--- src/rtl/ahb_sensor_pkg.sv ---
// Shared definitions for the S3 sensor slave: bus widths, response codes,
// register offsets, FSM states and STATUS/CTRL field positions.
`ifndef AHB_DATA_BITS
`define AHB_DATA_BITS 32
`endif
`ifndef AHB_RESP_BITS
`define AHB_RESP_BITS 1
`endif

package ahb_sensor_pkg;

   localparam int unsigned DATA_W = `AHB_DATA_BITS;
   localparam int unsigned RESP_W = `AHB_RESP_BITS;

   localparam logic [RESP_W-1:0] RESP_OKAY  = '0;
   localparam logic [RESP_W-1:0] RESP_ERROR = RESP_W'(1);

   // Register offsets, as decoded from HADDR[3:2]
   typedef enum logic [1:0] {
      OFF_DATA    = 2'd0,
      OFF_STATUS  = 2'd1,
      OFF_CTRL    = 2'd2,
      OFF_INT_CLR = 2'd3
   } reg_off_e;

   typedef enum logic [1:0] {
      IDLE,
      WAIT,
      ERR1,
      ERR2
   } state_e;

   // STATUS fields
   localparam int unsigned ST_OVF   = 8;
   localparam int unsigned ST_FULL  = 7;
   localparam int unsigned ST_EMPTY = 6;
   localparam int unsigned ST_CNT_W = 6;

   // CTRL fields
   localparam int unsigned CT_EN      = 0;
   localparam int unsigned CT_CLR     = 1;
   localparam int unsigned CT_INT_EN  = 2;
   localparam int unsigned CT_THR_LSB = 8;
   localparam int unsigned CT_THR_W   = 4;

endpackage

--- src/rtl/sensor_fifo.sv ---
// Sample FIFO: power-of-two depth, pointers wrap naturally, synchronous
// reset and flush, combinational head output.
module sensor_fifo #(
   parameter int unsigned DEPTH = 16,
   parameter int unsigned W     = 32
) (
   input  logic                     clk_i,
   input  logic                     rst_i,
   input  logic                     flush_i,
   input  logic                     push_i,
   input  logic                     pop_i,
   input  logic [W-1:0]             din_i,
   output logic [W-1:0]             dout_o,
   output logic [$clog2(DEPTH):0]   count_o,
   output logic                     full_o,
   output logic                     empty_o
);

   localparam int unsigned     AW       = $clog2(DEPTH);
   localparam logic [AW:0]     FULL_CNT = (AW+1)'(DEPTH);

   logic [W-1:0]  mem_q [DEPTH];
   logic [AW-1:0] wr_ptr_q;
   logic [AW-1:0] rd_ptr_q;
   logic [AW:0]   count_q;
   logic          do_push;
   logic          do_pop;

   assign full_o  = (count_q == FULL_CNT);
   assign empty_o = (count_q == '0);
   assign count_o = count_q;
   assign dout_o  = mem_q[rd_ptr_q];
   assign do_push = push_i & ~full_o;
   assign do_pop  = pop_i & ~empty_o;

   // Pointer and occupancy tracking; flush has priority over push/pop
   always_ff @(posedge clk_i) begin
      if (rst_i || flush_i) begin
         wr_ptr_q <= '0;
         rd_ptr_q <= '0;
         count_q  <= '0;
      end else begin
         if (do_push) wr_ptr_q <= wr_ptr_q + 1'b1;
         if (do_pop)  rd_ptr_q <= rd_ptr_q + 1'b1;
         case ({do_push, do_pop})
            2'b10:   count_q <= count_q + 1'b1;
            2'b01:   count_q <= count_q - 1'b1;
            default: count_q <= count_q;
         endcase
      end
   end

   // Sample storage (no reset needed, validity is tracked by count_q)
   always_ff @(posedge clk_i) begin
      if (do_push) mem_q[wr_ptr_q] <= din_i;
   end

endmodule

--- src/rtl/ahb_sensor_slave.sv ---
// AHB-Lite slave S3: buffers sensor samples and exposes DATA/STATUS/CTRL/
// INT_CLR. Stalls DATA reads on an empty FIFO with a bounded wait, answers
// illegal accesses with a two-cycle ERROR, and raises a level interrupt.
module ahb_sensor_slave
   import ahb_sensor_pkg::*;
#(
   parameter int unsigned DEPTH    = 16,
   parameter int unsigned SMP_W    = 32,
   parameter int unsigned WAIT_MAX = 255
) (
   input  logic              HCLK,
   input  logic              HRESET,
   input  logic              HSEL_S3,
   input  logic [31:0]       HADDR,
   input  logic [1:0]        HTRANS,
   input  logic              HWRITE,
   input  logic [DATA_W-1:0] HWDATA,
   input  logic              HREADY,
   output logic [DATA_W-1:0] HRDATA_S3,
   output logic              HREADY_S3,
   output logic [RESP_W-1:0] HRESP_S3,
   input  logic              sensor_valid,
   input  logic [SMP_W-1:0]  sensor_data,
   output logic              sensor_irq
);

   localparam int unsigned CW  = $clog2(DEPTH) + 1;
   localparam int unsigned WCW = $clog2(WAIT_MAX + 1);

   state_e                 state_q;
   logic                   hready_q;
   logic [RESP_W-1:0]      hresp_q;
   logic [DATA_W-1:0]      hrdata_q;
   logic [WCW-1:0]         wcnt_q;

   logic                   en_q;
   logic                   int_en_q;
   logic                   clr_q;
   logic [CT_THR_W-1:0]    thr_q;
   logic                   ovf_q;
   logic                   irq_q;
   logic                   wr_pend_q;
   reg_off_e               wr_off_q;

   logic [SMP_W-1:0]       f_dout;
   logic [CW-1:0]          f_count;
   logic                   f_full;
   logic                   f_empty;
   logic                   f_push;
   logic                   f_pop;

   reg_off_e               addr_off;
   logic                   accept;
   logic                   illegal;
   logic                   rd_stall;
   logic                   rd_pop;
   logic                   push_ok;
   logic                   bypass;
   logic [ST_CNT_W-1:0]    count6;
   logic [DATA_W-1:0]      rd_word;
   logic                   unused_ok;

   assign addr_off  = reg_off_e'(HADDR[3:2]);
   assign accept    = HSEL_S3 & HREADY & HTRANS[1] & ((state_q == IDLE) | (state_q == ERR2));
   assign rd_stall  = ~HWRITE & (addr_off == OFF_DATA) & en_q & f_empty;
   assign rd_pop    = ~HWRITE & (addr_off == OFF_DATA) & en_q & ~f_empty;
   assign push_ok   = sensor_valid & en_q & ~f_full;
   assign count6    = ST_CNT_W'(f_count);
   assign unused_ok = ^{HADDR[31:4], HADDR[1:0], HTRANS[0], HWDATA};

   // A sample arriving while a read is stalled on an empty FIFO goes straight
   // to HRDATA instead of being pushed and popped.
   assign bypass = (state_q == WAIT) & f_empty;
   assign f_push = push_ok & ~bypass;

   // The head is captured into HRDATA at the address phase, so it is popped
   // there too; this keeps back-to-back DATA reads returning successive samples.
   assign f_pop = (accept & rd_pop) | ((state_q == WAIT) & ~f_empty);

   // Illegal access decode for the current address phase
   always_comb begin
      illegal = 1'b0;
      if (HWRITE) illegal = (addr_off == OFF_DATA) || (addr_off == OFF_STATUS);
      else        illegal = (addr_off == OFF_INT_CLR) || ((addr_off == OFF_DATA) && !en_q);
   end

   // Read data mux for zero-wait reads
   always_comb begin
      rd_word = '0;
      case (addr_off)
         OFF_DATA: rd_word = DATA_W'(f_dout);
         OFF_STATUS: begin
            rd_word[ST_CNT_W-1:0] = count6;
            rd_word[ST_EMPTY]     = f_empty;
            rd_word[ST_FULL]      = f_full;
            rd_word[ST_OVF]       = ovf_q;
         end
         OFF_CTRL: begin
            rd_word[CT_EN]                      = en_q;
            rd_word[CT_CLR]                     = clr_q;
            rd_word[CT_INT_EN]                  = int_en_q;
            rd_word[CT_THR_LSB +: CT_THR_W]     = thr_q;
         end
         default: rd_word = '0;
      endcase
   end

   // Bus FSM with registered HREADY/HRESP/HRDATA
   always_ff @(posedge HCLK) begin
      if (HRESET) begin
         state_q  <= IDLE;
         hready_q <= 1'b1;
         hresp_q  <= RESP_OKAY;
         hrdata_q <= '0;
         wcnt_q   <= '0;
      end else begin
         case (state_q)
            IDLE, ERR2: begin
               state_q  <= IDLE;
               hready_q <= 1'b1;
               hresp_q  <= RESP_OKAY;
               if (accept) begin
                  if (illegal) begin
                     state_q  <= ERR1;
                     hready_q <= 1'b0;
                     hresp_q  <= RESP_ERROR;
                     hrdata_q <= '0;
                  end else if (rd_stall) begin
                     state_q  <= WAIT;
                     hready_q <= 1'b0;
                     wcnt_q   <= WCW'(1);
                  end else if (!HWRITE) begin
                     hrdata_q <= rd_word;
                  end
               end
            end
            WAIT: begin
               // Non-empty here only if a sample landed in the stall-entry cycle
               if (!f_empty) begin
                  state_q  <= IDLE;
                  hready_q <= 1'b1;
                  hrdata_q <= DATA_W'(f_dout);
               end else if (push_ok) begin
                  state_q  <= IDLE;
                  hready_q <= 1'b1;
                  hrdata_q <= DATA_W'(sensor_data);
               end else if (wcnt_q == WCW'(WAIT_MAX)) begin
                  state_q <= ERR1;
                  hresp_q <= RESP_ERROR;
               end else begin
                  wcnt_q <= wcnt_q + 1'b1;
               end
            end
            ERR1: begin
               state_q  <= ERR2;
               hready_q <= 1'b1;
               hresp_q  <= RESP_ERROR;
            end
            default: begin
               state_q  <= IDLE;
               hready_q <= 1'b1;
               hresp_q  <= RESP_OKAY;
            end
         endcase
      end
   end

   // CTRL/INT_CLR writes land at the end of the data phase; ovf and irq tracking
   always_ff @(posedge HCLK) begin
      if (HRESET) begin
         en_q      <= 1'b0;
         int_en_q  <= 1'b0;
         clr_q     <= 1'b0;
         thr_q     <= '0;
         ovf_q     <= 1'b0;
         irq_q     <= 1'b0;
         wr_pend_q <= 1'b0;
         wr_off_q  <= OFF_DATA;
      end else begin
         wr_pend_q <= accept & HWRITE & ~illegal;
         wr_off_q  <= addr_off;
         clr_q     <= 1'b0;
         if (wr_pend_q && (wr_off_q == OFF_CTRL)) begin
            en_q     <= HWDATA[CT_EN];
            int_en_q <= HWDATA[CT_INT_EN];
            clr_q    <= HWDATA[CT_CLR];
            thr_q    <= HWDATA[CT_THR_LSB +: CT_THR_W];
         end
         if (sensor_valid && en_q && f_full && !clr_q)
            ovf_q <= 1'b1;
         else if (wr_pend_q && (wr_off_q == OFF_INT_CLR) && HWDATA[0])
            ovf_q <= 1'b0;
         irq_q <= int_en_q & (ovf_q | ((thr_q != '0) & (count6 >= ST_CNT_W'(thr_q))));
      end
   end

   sensor_fifo #(
      .DEPTH (DEPTH),
      .W     (SMP_W)
   ) u_fifo (
      .clk_i   (HCLK),
      .rst_i   (HRESET),
      .flush_i (clr_q),
      .push_i  (f_push),
      .pop_i   (f_pop),
      .din_i   (sensor_data),
      .dout_o  (f_dout),
      .count_o (f_count),
      .full_o  (f_full),
      .empty_o (f_empty)
   );

   assign HRDATA_S3  = hrdata_q;
   assign HREADY_S3  = hready_q;
   assign HRESP_S3   = hresp_q;
   assign sensor_irq = irq_q;

endmodule
--- config.mk ---
export PLATFORM = sky130hd
export DESIGN_NAME = ahb_sensor_slave
export DESIGN_NICKNAME = d
export VERILOG_FILES = /design/src/rtl/ahb_sensor_pkg.sv /design/src/rtl/sensor_fifo.sv /design/src/rtl/ahb_sensor_slave.sv
export SDC_FILE = /design/constraint.sdc
export NUM_CORES = 1
export LEC_CHECK = 0
export CAP_MARGIN = 5
export CORE_ASPECT_RATIO = 2
export CORE_MARGIN = 3
export CORE_UTILIZATION = 55
export CTS_BUF_LIST = sky130_fd_sc_hd__clkbuf_8
export DETAILED_ROUTE_END_ITERATION = 6
export PLACE_DENSITY = 0.86
export SETUP_SLACK_MARGIN = 0.3
export SLEW_MARGIN = 10
export SYNTH_ARGS = -nofsm -noshare
export SYNTH_HDL_FRONTEND = slang
export SYNTH_SLANG_ARGS = --single-unit
--- constraint.sdc ---
create_clock -name HCLK -period 5.9 [get_ports HCLK]
set_input_delay 0.885 -clock HCLK [delete_from_list [all_inputs] [get_ports HCLK]]
set_output_delay 0.885 -clock HCLK [all_outputs]
set_load 0.01 [all_outputs]
# Word level (Yosys, flattened, before mapping)
# Memories as Yosys holds them, arrays and structs flattened. A register that Yosys moved wholly into a read port is not among the register bits.
# Cells that the tools add are included.
[word_totals] reg_bits=69 ram_bits=512 inputBits=104 n_memories=1 elab_cells=144
[memory_table] memory="u_fifo.mem_q" depth=16 word_bits=32 read_ports=1 rd_ports_with_merged_regs=1 wr=1 line="sensor_fifo.sv:22" rtl="logic [W-1:0] mem_q [DEPTH];"
[classes] bitwise_logic=28 n_addsub=5 order_cmp=1 n_mux=46 n_eq_ne=23 n_reduce_logical=24
[op_table] cell="$mux 32" count=6
[op_table] cell="$pmux 32 s2" count=1
[op_table] cell="$mux 8" count=6
[op_table] cell="$mux 20" count=1
[op_table] cell="$pmux 5 s2" count=2
[op_table] cell="$and 1x1->1" count=19
[op_table] cell="$mux 1" count=16
[op_table] cell="$pmux 8 s2" count=1
[op_table] cell="$eq 2x2->1 const B" count=7
[op_table] cell="$ne 2x2->1 const B" count=6
[op_table] cell="$mux 2" count=5
[op_table] cell="$ne 3x3->1 const B" count=3
[op_table] cell="$pmux 1 s3" count=3
[op_table] cell="$pmux 3 s3" count=1
[op_table] cell="$add 4x1->4 const B" count=2
[op_table] cell="$add 8x1->8 const B" count=1
[op_table] cell="$eq 8x8->1 const B" count=1
[op_table] cell="$mux 4" count=2
[op_table] cell="$logic_and 1x1->1" count=7
[op_table] cell="$reduce_and 7->1" count=1
[op_table] cell="$eq 2x1->1 const B" count=3
[op_table] cell="$not 1->1" count=6
[op_table] cell="$pmux 2 s3" count=1
[op_table] cell="$pmux 3 s2" count=1
[op_table] cell="16 further kinds" count=25

# Logic depth before layout (Yosys ltp)
[logic_depth] ltp_word=9 ltp_mapped=15 depth_no_buf=13

# Cells and area by module
# A second synthesis with hierarchy kept.
[hier_totals] cells_unflattened=1214 hier_area_um2=23656.4
[by_module_without_submodules] mod="sensor_fifo" n_inst=1 seq_area_each_um2=15715.1 area_per_inst_um2=20293.2 cells_each=831
[by_module_without_submodules] mod="ahb_sensor_slave" n_inst=1 seq_area_each_um2=1121.1 area_per_inst_um2=3363.2 cells_each=383

# Worst setup path before layout
# OpenSTA, ideal clock, no wires.
[synth_path] kind="reg2reg" from="register state_q[1]" to="memory u_fifo.mem_q[3][0], enable pin" stages_incl_launch_ff=8 setup_time_ns=0.461 setup_slack_ns=1.451 arrival_time_ns=3.988 path_cell_list="dfxtp_1 -> inv_1 -> ha_1 -> clkdlybuf4s15_1 -> or2_2 -> a21oi_1 -> nand2_1 -> nor3_1"
[synth_via] elab_chain_cells=7
[synth_lines] item="from (decl)" line="ahb_sensor_slave.sv:30" rtl="state_e state_q;"
[synth_lines] item="from (signal assigned)" line="ahb_sensor_slave.sv:111" rtl="state_q <= IDLE;"
[synth_lines] item="from (signal assigned)" line="ahb_sensor_slave.sv:119" rtl="state_q <= IDLE;"
[synth_lines] item="from (signal assigned)" line="ahb_sensor_slave.sv:124" rtl="state_q <= ERR1;"
[synth_lines] item="$eq 2x1->1" line="ahb_sensor_slave.sv:73" rtl="assign bypass = (state_q == WAIT) & f_empty;"
[synth_lines] item="$and 1x1->1" line="ahb_sensor_slave.sv:73"
[synth_lines] item="$not 1->1" line="ahb_sensor_slave.sv:74" rtl="assign f_push = push_ok & ~bypass;"
[synth_lines] item="$and 1x1->1" line="ahb_sensor_slave.sv:74"
[synth_lines] item="$and 1x1->1" line="sensor_fifo.sv:33" rtl="assign do_push = push_i & ~full_o;"
[synth_lines] item="$mux 1" line="sensor_fifo.sv:55" rtl="if (do_push) mem_q[wr_ptr_q] <= din_i;"
[synth_lines] item="$mux 1 (implied by the code)" line="sensor_fifo.sv:55"
[synth_lines] item="to (decl)" line="sensor_fifo.sv:22"
# Every way passes these cells.

# Worst setup path after layout
[layout_path] from="input port HADDR[2]" to="register u_fifo.count_q[4] (netlist: u_fifo.count_o[4])"
[layout_via] elab_chain_cells=9 elab_cells_between_ends=11 cone_classes="eq/ne (2); mux (1); bitwise (6); reduce/logical (2)"
[layout_lines] item="from (decl)" line="ahb_sensor_slave.sv:14" rtl="input logic [31:0] HADDR,"
[layout_lines] item="$logic_not 2->1 *" line="ahb_sensor_slave.sv:66" rtl="assign rd_pop = ~HWRITE & (addr_off == OFF_DATA) & en_q & ~f_empty;"
[layout_lines] item="$and 1x1->1 * (3 in series)" line="ahb_sensor_slave.sv:66"
[layout_lines] item="$and 1x1->1 *" line="ahb_sensor_slave.sv:78" rtl="assign f_pop = (accept & rd_pop) | ((state_q == WAIT) & ~f_empty);"
[layout_lines] item="$or 1x1->1 *" line="ahb_sensor_slave.sv:78"
[layout_lines] item="$and 1x1->1 *" line="sensor_fifo.sv:34" rtl="assign do_pop = pop_i & ~empty_o;"
[layout_lines] item="$eq 2x1->1 or $eq 2x2->1 (tied branches)" line="sensor_fifo.sv:45" rtl="case ({do_push, do_pop})"
[layout_lines] item="$pmux 5 s2 or $reduce_bool 2->1 (tied branches)"
[layout_lines] item="to (signal assigned)" line="sensor_fifo.sv:46" rtl="2'b10: count_q <= count_q + 1'b1;"
[layout_lines] item="to (signal assigned)" line="sensor_fifo.sv:47" rtl="2'b01: count_q <= count_q - 1'b1;"
[layout_lines] item="to (signal assigned)" line="sensor_fifo.sv:48" rtl="default: count_q <= count_q;"
[layout_lines] item="to (decl)" line="sensor_fifo.sv:25" rtl="logic [AW:0] count_q;"
# Mark *: on every way between the ends. The rest lies on a longest branch, timed or not.
# A chain may end at the register's enable or synchronous reset.

==> flow_metrics.env <==
export IMPL_syn_instance_count=1300
export IMPL_numCtsBuffers=75
export IMPL_syn_area_per_cell_um2=17.92
export IMPL_num_rows=106
export IMPL_yosysTopAreaCellShare_pct=65.99
export IMPL_tightest_slew_ns=1.297
export IMPL_cts_setup_buffers=0
export IMPL_setup_tns_ns=0
export IMPL_min_period_ns=3.781
export IMPL_nFillCells=2761
export IMPL_die_x_um=151.5
export IMPL_muxShareOfSynthArea_pct=14.67
export IMPL_use_met1_pct=27.42
export IMPL_slew_headroom_pct=13.29
export IMPL_wl_per_cell_um=25.64
export IMPL_rsz0062_at_grt="no"
export IMPL_initial_core_util_pct=55.77
export IMPL_root_buffer="clkbuf_8"
export IMPL_die_h_um=297.1
export IMPL_grtUsageMet2_pct=40.54
export IMPL_synth_area_leaders="edfxtp_1 66%, mux4_2 9.7%, dfxtp_1 6.3%"
export IMPL_htreeDepth=3
export IMPL_critical_path_required_ns=6.46
export IMPL_grt_max_degree=61
export IMPL_synthArstFlopShare_pct=0
export IMPL_final_max_slew_violation_count=0
export IMPL_cts_resized=0
export IMPL_synth_top_family_by_area="multiplexers"
export IMPL_syn_nets=1419
export IMPL_layout_drive_gt1_share_pct=18.47
export IMPL_finalWirelength_mm=51.67
export IMPL_setup_viol_count_final=0
export IMPL_path_buf_inv=1
export IMPL_clkTransAtPathRegs_ns=0.07
export IMPL_yosys_area_share_simple_pct=4.973
export IMPL_grt_use_met3_pct=4.649
export IMPL_firstDrtPassIters=5
export IMPL_ys_warn_count=0
export IMPL_fmax_mhz=264.4
export IMPL_ir_worst_vdd_mv=0.1440
export IMPL_synth_cell_type_count=68
export IMPL_yosys_area_top_type="edfxtp_1"
export IMPL_grt_overflow_total=0
export IMPL_slowest_delay_ns=0.59
export IMPL_vias=12650
export IMPL_grt_pass1_vias=13170
export IMPL_hold_ws_ns=0.4716
export IMPL_clock_path_buffers=3
export IMPL_synth_edff_count=512
export IMPL_slowest_stage="clkdlybuf4s50_1"
export IMPL_track_usage_pct=23.23
export IMPL_worstSetupStartpointType="input port"
export IMPL_drc_errors=0
export IMPL_areaGrowthSynthToFinish_pct=12.84
export IMPL_finClkSkew_ns=0.02816
export IMPL_seq_area_frac_synth_pct=72.26
export IMPL_dpl_cell_count=1875
export IMPL_path_class="input port to flip-flop"
export IMPL_status="complete, no violations"
export IMPL_core_area_mm2=0.04178
export IMPL_grt_busiest_layer="met2"
export IMPL_critical_path_max_fanout=10
export IMPL_final_nets=1531
export IMPL_power_density_mw_per_mm2=287.1
export IMPL_crit_chain="clkdlybuf4s50_1 -> nor4b_4 -> a21oi_1 -> nor2_1 -> ha_1 -> xor2_1 -> ha_1 -> a21o_1 -> a22oi_1 -> o21a_1 -> or3_1 -> a21oi_1"
export IMPL_yosys_area_share_xor_xnor_pct=0.3759
export IMPL_synth_common_cells="512 x edfxtp_1, 112 x mux2i_1, 100 x mux4_2, 73 x dfxtp_1, 59 x nor2_1"
export IMPL_cts_tree="done"
export IMPL_place_hpwl_mm=29.71
export IMPL_ctsHoldBuffers=0
export IMPL_drv_cap=0
export IMPL_critPathArrivalTime_ns=4.34
export IMPL_via_per_inst=6.280
export IMPL_ys_ff_latch=585
export IMPL_io_pins=139
export IMPL_syn_area_mm2=0.02330
export IMPL_grt_pass1_wl_mm=77.58
export IMPL_die_area_mm2=0.04502
export IMPL_grt_antenna_before_repair=3
export IMPL_fin_crit_sh_pct=64.09
export IMPL_synth_adder_area_share_pct=0.8055
export IMPL_stdcell_count=2015
export IMPL_cpLargestDelayFamily="simple AND/OR/NAND/NOR gates"
export IMPL_synth_ff_type="edfxtp_1"
export IMPL_io_buffers=82
export IMPL_hp_class="flip-flop to flip-flop"
export IMPL_gp_congestion=0.8135
export IMPL_cts_sinks=585
export IMPL_worstSetupEndpointType="flip-flop"
export IMPL_drtIter0Drc=1164
export IMPL_hold_viol=0
export IMPL_leakage_nw=8.082
export IMPL_synth_most_common_cell="edfxtp_1"
export IMPL_ant_nets=0
export IMPL_synth_compound_area_share_pct=4.978
export IMPL_clk_latency_ns=0.65
## final timing paths
kind,startpoint,end,slack [ns],depth (start not counted)
max reg2reg,state_q[1],u_fifo.mem_q[7][31],2.15,7
max,HADDR[2],u_fifo.count_o[4],2.12,12
min,HREADY_S3,HREADY_S3,0.47,2
min reg2reg,HREADY_S3,HREADY_S3,0.47,2
## state kept, by name, indices dropped and copies added (netlist names), 2 cells and up, named ones only
name / flops
HRDATA_S3: 32
state_q: 2
thr_q: 4
u_fifo.count_o: 5
u_fifo.mem_q: 512
u_fifo.rd_ptr_q: 4
u_fifo.wr_ptr_q: 4
wcnt_q: 8
wr_off_q: 2
## layer usage
layer | vias up | part of all wire [%]
met5 | - | 0.025
met4 | 2 | 4.4
met3 | 148 | 6.8
met2 | 604 | 54
met1 | 6442 | 35
li1 | 5458 | -
## power by group
group,internal (W),switching (W)
registers,0.00450,0.00000280
logic,0.0000447,0.0000799
clock network,0.00148,0.00145
## cell usage in the layout (no fill, tap or decap), types with 5 or more instances in the layout
cell type	count
clkinv_2	10
mux4_2	100
nor2_1	46
nand2b_1	8
xnor2_1	5
ha_1	15
or4_1	5
buf_4	28
a221oi_1	8
dfxtp_1	69
clkbuf_8	82
mux2i_1	112
nor2_4	12
a311oi_1	11
a21oi_1	23
o21ai_0	10
inv_1	38
edfxtp_1	512
nand2_1	44
a22oi_1	10
nand3_1	7
and2_1	22
clkdlybuf4s50_1	81
o31ai_1	26
clkinv_1	9
o22ai_1	46
xor2_1	5
nor2b_1	36
a211oi_1	7
## stage by stage
| stage | power, W | instance area, um^2 | utilization (%) | setup WS, ns |
|---|---|---|---|---|
| 2_1_floorplan | 0.004618 | 23300 | - | 1.451 |
| 3_3_place_gp | 0.004705 | 24780 | 59.31 | 1.678 |
| 3_5_place_dp | 0.004712 | 24780 | 59.31 | 1.574 |
| 4_1_cts | 0.007600 | 26290 | 62.92 | 2.184 |
| 5_1_grt | 0.007773 | 26290 | 62.93 | 1.900 |
| 6_report | 0.007549 | 26290 | 62.93 | 2.119 |
## final cells by class
cell class,instances,area (um^2),area share (%)
clock inverter,56,381.6,1.451
sequential,585,16850,64.09
antenna,2,5.005,0.01903
inverter,14,52.55,0.1999
clock buffer,82,1129,4.292
tap,540,675.6,2.570
timing repair buffer,112,1066,4.054
multi-input combinational,624,6132,23.32
## tightest hold or removal path: stages, from the launching register on
cell,delay [ns]
dfxtp_1,0.33
a21oi_1,0.06
o21ai_0,0.06
## kinds of logic after synthesis
| kind of cell | Yosys count |
|---|---|
| muxes | 216 |
| adders and majority gates | 15 |
| and+or+nand+nor | 218 |
| DFF | 585 |
| AOI/OAI and AO/OA | 165 |
| buffers and inverters | 91 |
| xor gates and xnor gates | 10 |
Note: power is estimated with default switching activity, not from simulation.
